<file path="src/rtl/mod_n_ctrl_pkg.sv">
// Shared types for the modulo-N sequencing controller: FSM state encoding and helpers.
package mod_n_ctrl_pkg;

    typedef enum logic [1:0] {
        IDLE = 2'd0,
        RUN  = 2'd1,
        HOLD = 2'd2,
        DONE = 2'd3
    } state_t;

    function automatic logic is_busy(input state_t s);
        return (s == RUN) || (s == HOLD);
    endfunction

endpackage

</file>
<file path="src/rtl/mod_n_seq_ctrl_if.sv">
// Configuration handshake, run controls and status of the modulo-N sequencing controller.
interface mod_n_seq_ctrl_if #(
    parameter int W      = 4,
    parameter int REPS_W = 8
);
    logic              cfg_valid;
    logic              cfg_ready;
    logic [W-1:0]      cfg_last;
    logic [REPS_W-1:0] cfg_reps;
    logic              start;
    logic              pause;
    logic              abort;
    logic [W-1:0]      count;
    logic              wrap;
    logic [REPS_W-1:0] period;
    logic              busy;
    logic              done;

    modport master (
        output cfg_valid, cfg_last, cfg_reps, start, pause, abort,
        input  cfg_ready, count, wrap, period, busy, done
    );

    modport slave (
        input  cfg_valid, cfg_last, cfg_reps, start, pause, abort,
        output cfg_ready, count, wrap, period, busy, done
    );
endinterface

</file>
<file path="src/rtl/mod_n_core.sv">
// Modulo counter: counts 0..last while enabled, flags the last->0 step with wrap.
module mod_n_core #(
    parameter int W = 4
) (
    input  logic         clk,
    input  logic         reset_n,
    input  logic         en,
    input  logic         clr,
    input  logic [W-1:0] last,
    output logic [W-1:0] count,
    output logic         wrap
);

    logic [W-1:0] count_q;
    logic [W-1:0] count_d;

    assign wrap  = en && (count_q == last);
    assign count = count_q;

    always_comb begin
        count_d = count_q;
        if (clr) begin
            count_d = '0;
        end else if (en) begin
            count_d = wrap ? '0 : count_q + W'(1);
        end
    end

    always_ff @(posedge clk or negedge reset_n) begin
        if (!reset_n) begin
            count_q <= '0;
        end else begin
            count_q <= count_d;
        end
    end

endmodule

</file>
<file path="src/rtl/mod_n_seq_ctrl.sv">
// Modulo-N run sequencer: accepts a modulus/repeat configuration in IDLE, then runs
// the counter for reps periods (or forever when reps is 0) with pause and abort.
//
//   state | meaning
//   IDLE  | waiting; configuration accepted, start launches a run
//   RUN   | counter advancing once per cycle unless paused
//   HOLD  | paused; count and period frozen
//   DONE  | one-cycle completion pulse, then back to IDLE
module mod_n_seq_ctrl
    import mod_n_ctrl_pkg::*;
#(
    parameter int MAX_N  = 16,
    parameter int REPS_W = 8
) (
    input logic              clk,
    input logic              reset_n,
    mod_n_seq_ctrl_if.slave  bus
);

    localparam int W = $clog2(MAX_N);
    localparam logic [W-1:0] LAST_RST = W'(MAX_N - 1);

    state_t            state_q, state_d;
    logic [W-1:0]      last_q, last_d;
    logic [REPS_W-1:0] reps_q, reps_d;
    logic [REPS_W-1:0] period_q, period_d;
    logic [REPS_W-1:0] period_inc;
    logic              cfg_hs;
    logic              core_en;
    logic              core_clr;
    logic              core_wrap;
    logic [W-1:0]      core_count;

    // Abort outranks pause, which outranks the advance.
    assign core_en  = (state_q == RUN) && !bus.abort && !bus.pause;
    assign core_clr = ((state_q == IDLE) && bus.start) || (is_busy(state_q) && bus.abort);

    mod_n_core #(.W(W)) u_core (
        .clk     (clk),
        .reset_n (reset_n),
        .en      (core_en),
        .clr     (core_clr),
        .last    (last_q),
        .count   (core_count),
        .wrap    (core_wrap)
    );

    always_comb begin
        state_d    = state_q;
        last_d     = last_q;
        reps_d     = reps_q;
        period_d   = period_q;
        cfg_hs     = bus.cfg_valid && (state_q == IDLE);
        period_inc = period_q + REPS_W'(1);

        if (cfg_hs) begin
            last_d = bus.cfg_last;
            reps_d = bus.cfg_reps;
        end

        unique case (state_q)
            IDLE: begin
                if (bus.start) begin
                    state_d  = RUN;
                    period_d = '0;
                end
            end
            RUN: begin
                if (bus.abort) begin
                    state_d  = IDLE;
                    period_d = '0;
                end else if (bus.pause) begin
                    state_d = HOLD;
                end else if (core_wrap) begin
                    period_d = period_inc;
                    if ((reps_q != '0) && (period_inc == reps_q)) begin
                        state_d = DONE;
                    end
                end
            end
            HOLD: begin
                if (bus.abort) begin
                    state_d  = IDLE;
                    period_d = '0;
                end else if (!bus.pause) begin
                    state_d = RUN;
                end
            end
            DONE: begin
                state_d = IDLE;
            end
        endcase
    end

    always_ff @(posedge clk or negedge reset_n) begin
        if (!reset_n) begin
            state_q  <= IDLE;
            last_q   <= LAST_RST;
            reps_q   <= '0;
            period_q <= '0;
        end else begin
            state_q  <= state_d;
            last_q   <= last_d;
            reps_q   <= reps_d;
            period_q <= period_d;
        end
    end

    assign bus.cfg_ready = (state_q == IDLE);
    assign bus.count     = core_count;
    assign bus.wrap      = core_wrap;
    assign bus.period    = period_q;
    assign bus.busy      = is_busy(state_q);
    assign bus.done      = (state_q == DONE);

endmodule

</file>
<file path="src/flat_wrapper.sv">
// flat-port wrapper written by rule: the top's interface ports become plain ports
module mod_n_seq_ctrl_flat import mod_n_ctrl_pkg::*;
#(
    parameter int MAX_N  = 16,
    parameter int REPS_W = 8
)
  (clk, reset_n, bus_cfg_valid, bus_cfg_last, bus_cfg_reps, bus_start, bus_pause, bus_abort, bus_cfg_ready, bus_count, bus_wrap, bus_period, bus_busy, bus_done);
  mod_n_seq_ctrl_if #(.W((4)), .REPS_W(REPS_W)) bus_i ();
  input logic clk;
  input logic reset_n;
  input wire logic [$bits(bus_i.cfg_valid)-1:0] bus_cfg_valid;
  input wire logic [$bits(bus_i.cfg_last)-1:0] bus_cfg_last;
  input wire logic [$bits(bus_i.cfg_reps)-1:0] bus_cfg_reps;
  input wire logic [$bits(bus_i.start)-1:0] bus_start;
  input wire logic [$bits(bus_i.pause)-1:0] bus_pause;
  input wire logic [$bits(bus_i.abort)-1:0] bus_abort;
  output wire logic [$bits(bus_i.cfg_ready)-1:0] bus_cfg_ready;
  output wire logic [$bits(bus_i.count)-1:0] bus_count;
  output wire logic [$bits(bus_i.wrap)-1:0] bus_wrap;
  output wire logic [$bits(bus_i.period)-1:0] bus_period;
  output wire logic [$bits(bus_i.busy)-1:0] bus_busy;
  output wire logic [$bits(bus_i.done)-1:0] bus_done;
  assign bus_i.cfg_valid = bus_cfg_valid;
  assign bus_i.cfg_last = bus_cfg_last;
  assign bus_i.cfg_reps = bus_cfg_reps;
  assign bus_i.start = bus_start;
  assign bus_i.pause = bus_pause;
  assign bus_i.abort = bus_abort;
  assign bus_cfg_ready = bus_i.cfg_ready;
  assign bus_count = bus_i.count;
  assign bus_wrap = bus_i.wrap;
  assign bus_period = bus_i.period;
  assign bus_busy = bus_i.busy;
  assign bus_done = bus_i.done;
  mod_n_seq_ctrl #(.MAX_N(MAX_N), .REPS_W(REPS_W)) u_core (.clk(clk), .reset_n(reset_n), .bus(bus_i));
endmodule
</file>
<file path="config.mk">
export PLATFORM = sky130hd
export DESIGN_NAME = mod_n_seq_ctrl_flat
export DESIGN_NICKNAME = d
export VERILOG_FILES = /design/src/rtl/mod_n_ctrl_pkg.sv /design/src/rtl/mod_n_seq_ctrl_if.sv /design/src/rtl/mod_n_core.sv /design/src/rtl/mod_n_seq_ctrl.sv /design/src/flat_wrapper.sv
export SDC_FILE = /design/constraint.sdc
export NUM_CORES = 1
export LEC_CHECK = 0
export BUFFER_PORTS_ARGS = -buffer_cell sky130_fd_sc_hd__buf_4
export CAP_MARGIN = 25
export CORE_AREA = 8 8 67 69
export CTS_CLUSTER_SIZE = 24
export DETAILED_ROUTE_END_ITERATION = 10
export DIE_AREA = 0 0 75 77
export GPL_ROUTABILITY_DRIVEN = 0
export GPL_TIMING_DRIVEN = 0
export PLACE_DENSITY = 0.76
export SLEW_MARGIN = 20
export SYNTH_ARGS = -nofsm -noshare
export SYNTH_HDL_FRONTEND = slang
export SYNTH_HIERARCHICAL = 1
export SYNTH_SLANG_ARGS = --single-unit
</file>
<file path="constraint.sdc">
create_clock -name clk -period 2.35 [get_ports clk]
set_input_delay 0.47 -clock clk [delete_from_list [all_inputs] [get_ports clk]]
set_output_delay 0.47 -clock clk [all_outputs]
set_load 0.01 [all_outputs]
</file>
# Word-level counts from Yosys, hierarchy flattened
# Index checks and enable logic that the tools add are counted.
[classes]
add_sub_neg = 2
eq_ne = 12
n_mux = 17
n_reduce_logical = 17
[ops]
columns = ["operator", "count"]
rows = [
  ["$mux W8", 5],
  ["$pmux W8 S3", 1],
  ["$mux W2", 7],
  ["$mux W4", 3],
  ["$add A8 B1 Y8 const B", 1],
  ["$eq A8 B8 Y1", 1],
  ["$ne A4 B3 Y1 const B", 2],
  ["$pmux W2 S4", 1],
  ["$reduce_bool A8 Y1", 1],
  ["$logic_and A1 B1 Y1", 7],
  ["$ne A3 B3 Y1 const B", 2],
  ["$reduce_and A5 Y1", 1],
  ["$add A4 B1 Y4 const B", 1],
  ["$eq A2 B2 Y1 const B", 2],
  ["$eq A4 B4 Y1", 1],
  ["$ne A2 B2 Y1 const B", 2],
  ["$reduce_and A4 Y1", 1],
  ["$ne A3 B2 Y1 const B", 1],
  ["$reduce_bool A3 Y1", 1],
  ["$eq A2 B1 Y1 const B", 1],
  ["$logic_not A1 Y1", 2],
  ["$logic_not A2 Y1", 1],
  ["$logic_or A1 B1 Y1", 2],
  ["$reduce_bool A2 Y1", 1],
]
[word_totals]
register_bits = 26
inputBits = 18
word_cells = 53

# Logic depth before layout (Yosys ltp)
[depth]
depth_word = 8
ltp_mapped = 13
mapped_depth_nobuf = 10

# Cells and area by module
# The synthesis kept the hierarchy.
[by_module_without_submodules]
columns = ["mod", "n_inst", "cells_per_inst", "area_each_um2", "seq_area_each_um2"]
rows = [
  ["mod_n_seq_ctrl", 1, 134, 1313.8, 555.5],
  ["mod_n_core", 1, 26, 270.3, 100.1],
]

# Worst setup path before layout
# No wires, ideal clock.
[synth_timing]
path_kind = "register -> register"
start = "register u_core.state_q[1]"
end = "register u_core.period_q[5], in the netlist u_core/bus.period[5]"
setup_ns = 0.104
arrival_time_ns = 2.397
t_required_ns = 2.246
setup_slack_ns = -0.151
path_stages_with_launch = 13
n_path_buf = 3
path_cell_list = "dfrtp_1 -> inv_1 -> ha_1 -> nand2b_1 -> clkbuf_1 -> nor2_1 -> clkbuf_2 -> and2_1 -> a21oi_1 -> or3_1 -> or2_0 -> buf_2 -> o41ai_2"
[synth_between]
elab_chain_cells = 6
word_cells_on_any_way = 13
classes_between = "eq/ne: 6; mux: 1; reduce/logical: 6"
[synth_rtl]
columns = ["item", "line_no", "rtl"]
rows = [
  ["start, declared", "mod_n_seq_ctrl.sv:23", "state_t state_q, state_d;"],
  ["start signal, assigned", "mod_n_seq_ctrl.sv:102", "state_q <= state_d;"],
  ["$eq A2 B1 Y1", "mod_n_seq_ctrl.sv:35", "assign core_en = (state_q == RUN) && !bus.abort && !bus.pause;"],
  ["$logic_and A1 B1 Y1 (2 in series)", "mod_n_seq_ctrl.sv:35", ""],
  ["net u_core.core_en", "mod_n_seq_ctrl.sv:29", "logic core_en;"],
  ["$logic_and A1 B1 Y1", "mod_n_core.sv:17", "assign wrap = en && (count_q == last);"],
  ["net bus_wrap", "flat_wrapper.sv:19", "output wire logic [$bits(bus_i.wrap)-1:0] bus_wrap;"],
  ["$ne A3 B2 Y1 (no source line)", "n/a", ""],
  ["$reduce_and A5 Y1 (no source line)", "n/a", ""],
  ["end signal, assigned", "mod_n_seq_ctrl.sv:105", "period_q <= period_d;"],
  ["end, declared", "mod_n_seq_ctrl.sv:26", "logic [REPS_W-1:0] period_q, period_d;"],
]
# The timed path passes the listed nets, and every way through them passes these cells.
# A chain may end at the register's enable or synchronous reset.

# Worst setup path after layout
[layout_timing]
start = "register u_core.last_q[2]"
end = "register u_core.period_q[5], in the netlist u_core/bus.period[5]"
[layout_between]
elab_chain_cells = 4
[layout_rtl]
columns = ["item", "line_no", "rtl"]
rows = [
  ["start, declared", "mod_n_seq_ctrl.sv:24", "logic [W-1:0] last_q, last_d;"],
  ["start signal, assigned", "mod_n_seq_ctrl.sv:103", "last_q <= last_d;"],
  ["$eq A4 B4 Y1", "mod_n_core.sv:17", ""],
  ["$logic_and A1 B1 Y1", "mod_n_core.sv:17", ""],
  ["$ne A3 B2 Y1 (no source line)", "n/a", ""],
  ["$reduce_and A5 Y1 (no source line)", "n/a", ""],
]
# Every way passes these cells.

==> flow_metrics.tcl <==
set metrics [dict create \
    status "finished with violations" \
    violations "negative setup slack" \
    slew_violations 0 \
    drc 0 \
    p_comb_share_pct 48.9 \
    clkSinkCount 26 \
    syn_area_sq_um 1584 \
    avgSynthCellArea_sq_um 9.900 \
    yosysSeqAreaShare_pct 41.39 \
    firstDrtPassIters 4 \
    dp_cells 241 \
    worst_pin_slew_ns 0.5219 \
    crit_chain "xor2_2, nor4_4, and2_4, a21oi_2, or3_1, or2_0, buf_4, o41ai_4" \
    critPathLaunchType "flop" \
    clk_latency_ns 0.33 \
    vias_per_cell 5.295 \
    path_buf_inv 1 \
    ir_drop_v 0.0004890 \
    port_buffers 33 \
    max_stage_delay_ns 0.59 \
    dieArea_sq_um 5775 \
    synthSimpleGateAreaFrac_pct 17.69 \
    yosys.area_share.adder_pct 4.739 \
    syn_nets 184 \
    synthTopCellsByArea "dfrtp_1, mux2_2, dfstp_2" \
    cts_tree "built" \
    synth_compound_gate_area_share_pct 13.98 \
    clk_pin_slew_ns 0.15 \
    min_period_ns 2.354 \
    synth_enable_flop_cells 0 \
    ant_nets 0 \
    fin_util_pct 59.13 \
    track_usage_pct 12.20 \
    synth_warnings 6 \
    crit_fanout 6 \
    antenna_found_initial 0 \
    setup-violations-final 1 \
    skew_ns 0.01108 \
    setup_tns_ns -0.004489 \
    core_area_sq_um 3496 \
    rsz0062_at_grt "true" \
    fmax_mhz 424.7 \
    n_antenna_cell 0 \
    synth_largest_area_cell "dfrtp_1" \
    synth_top_cell_area_share_pct 34.76 \
    pwr-share-clk_pct 14.3 \
    crit_type "reg2reg" \
    sequentialPowerShare_pct 36.8 \
    grt_pass1_wl_mm 5.692 \
    grt_max_degree 27 \
    cts_root_buffer "clkbuf_4" \
    synthCells 160 \
    cellPowerDensity_nw_per_um2 1044 \
    clock_path_buffers 2 \
    wl_per_cell_um 14.01 \
    worstPathRequired_ns 2.59 \
    fin_cells 251 \
    cpLargestDelayFamily "simple AND/OR/NAND/NOR gates" \
    n_fill_cell 296 \
    start_util_pct 45.31 \
    synth.distinct_cells 39 \
    dieWidth_um 75 \
    p_int_mw 1.342 \
    switching_share_pct 37.86 \
    worst_setup_path_end_kind "flop" \
    period_share_pct 100.2 \
    slowest_stage "dfstp_2" \
    synth_top_family_by_area "simple AND/OR/NAND/NOR gates" \
    holdBufCountCts 0 \
    fin_nets 228 \
    min_path_type "in2async" \
    grt-ovfl-total 0 \
    fp-row-count 22 \
    dr.first_iter.drc_count 71 \
    io_pins 34 \
    fin_ws_ns -0.004489 \
    layout-drive-gt1-share_pct 37.44 \
    dp.final_hpwl_mm 2.650 \
    hold_viol 0 \
    grt_pass1_vias 1263 \
    cts-buffers-inserted 3 \
    synth-async-reset-ratio_pct 100.0 \
    ys_ff_latch 26 \
    slew_headroom_pct 65.20 \
    ctsHtreeMaxLevel 1 \
    synth_xor_area_share_pct 8.294 \
    power.leakage_nw 0.9501 \
    muxShareOfSynthArea_pct 10.51 \
    worstPathArrival_ns 2.59 \
    p_sw_uw 817.4 \
    synthFlopType "dfrtp_1" \
    drt-total-wl_mm 3.517 \
    max_cap_violations 0 \
    vias 1329 \
    area_growth_pct 30.49 \
    die_h_um 77 \
]
-- logic make-up (layout without fill, tap and decap cells) --
group / after synthesis / after routing
xor+xnor: 15 / 15
fa+ha+maj: 6 / 6
simple gates: 51 / 51
buf+inv: 13 / 56
compound gates: 34 / 34
flops: 26 / 26
mux: 15 / 15
-- registers in the layout, indices dropped and copies added, names as in the netlist --
register and cells:
u_core/last_q 4, u_core/state_q 2, u_core/u_core/count 4, u_core/reps_q 8, u_core/bus.period 8
-- synthesized netlist by cell type, types with 2 or more instances --
| cell type | n |
|---|---|
| a211oi_1 | 2 |
| a21oi_1 | 8 |
| a31oi_1 | 2 |
| and2_1 | 2 |
| and3_1 | 2 |
| buf_2 | 3 |
| clkbuf_1 | 3 |
| dfrtp_1 | 22 |
| dfstp_2 | 4 |
| ha_1 | 6 |
| inv_1 | 6 |
| mux2_2 | 13 |
| mux2i_1 | 2 |
| nand2_1 | 10 |
| nand2b_1 | 3 |
| nand3_1 | 4 |
| nand3b_1 | 2 |
| nand4bb_1 | 2 |
| nor2_1 | 11 |
| nor2b_1 | 2 |
| nor3_1 | 3 |
| nor4_1 | 3 |
| o21ai_0 | 10 |
| o31ai_1 | 5 |
| o32ai_1 | 2 |
| or3_1 | 2 |
| xnor2_1 | 6 |
| xor2_1 | 9 |
-- worst reg2reg max path, cell delays in order (launching register included) --
cell and delay, ns:
dfstp_2 0.59, xor2_2 0.09, nor4_4 0.30, and2_4 0.20
a21oi_2 0.04, or3_1 0.38, or2_0 0.22, buf_4 0.16
o41ai_4 0.28
-- power by group through the flow --
stage               Combinational [mW]  Sequential [mW]  Clock [mW]
floorplan                        0.691            0.770           0
CTS                              0.996            0.790       0.321
global placement                 0.918            0.798           0
global route                      1.16            0.819       0.333
finish                            1.06            0.794       0.309
detailed placement               0.939            0.802           0
-- stage by stage --
| step | hold WS, ns | cell area (sq um) | setup slack (ns) | power (mW) |
|---|---|---|---|---|
| floorplan | 0.1744 | 1612 | 0.004320 | 1.461 |
| global placement | 0.4015 | 1919 | -0.1996 | 1.716 |
| detailed placement | 0.4003 | 1919 | -0.2269 | 1.741 |
| CTS | 0.01976 | 2004 | 0.005543 | 2.107 |
| global route | 0.02848 | 2067 | -0.1257 | 2.313 |
| finish | 0.01511 | 2067 | -0.004489 | 2.159 |
-- cell usage in the layout, fill, tap and decap left out, types with 3 or more instances in the layout --
cell type / count
mux2_2: 13
xnor2_1: 6
dfrtp_1: 21
xor2_1: 8
o21ai_0: 8
buf_4: 41
clkbuf_4: 4
inv_1: 5
nand3_1: 4
nand2_1: 10
o31ai_1: 5
nor2_1: 10
ha_1: 5
nor4_1: 3
dfstp_2: 4
nor3_1: 3
a21oi_1: 7
-- layout make-up --
cell class | instances | area [sq um] | share of cell area, %
flip-flops and latches | 26 | 656.9 | 31.78
repair buffers | 39 | 292.8 | 14.16
well taps | 48 | 60.06 | 2.906
plain buffers | 7 | 51.30 | 2.482
clock inverters | 1 | 30.03 | 1.453
clock buffers | 3 | 22.52 | 1.090
inverters | 6 | 22.52 | 1.090
multi-input cells | 121 | 930.9 | 45.04
-- per-layer routing --
layer / vias to the layer above / GRT usage (%) / routed length (um)
met5: - / 0 / 0
met4: 0 / 3.529 / 12
met3: 2 / 2.471 / 180
met2: 33 / 19.03 / 1726
met1: 630 / 16.24 / 1597
li1: 664 / - / -
-- final timing paths --
path                                  start                   end  slack [ns]  cells past startpoint
min in group clk            bus_cfg_reps[3]      u_core/reps_q[3]        0.36                      2
max reg2reg                u_core/last_q[2]  u_core/bus.period[5]      -0.004                      8
min                                 reset_n      u_core/reps_q[6]        0.02                      1
max                        u_core/last_q[2]  u_core/bus.period[5]      -0.004                      8
min reg2reg                u_core/reps_q[1]      u_core/reps_q[1]        0.56                      1
max in group asynchronous           reset_n      u_core/last_q[1]        2.03                      1
-- repair_timing --
item	4_1_cts	5_1_grt
setup buffers	3	3
gates resized for setup	2	13
setup endpoints to repair	7	7
pin swaps	2	6
(Power assumes the default switching activity.)
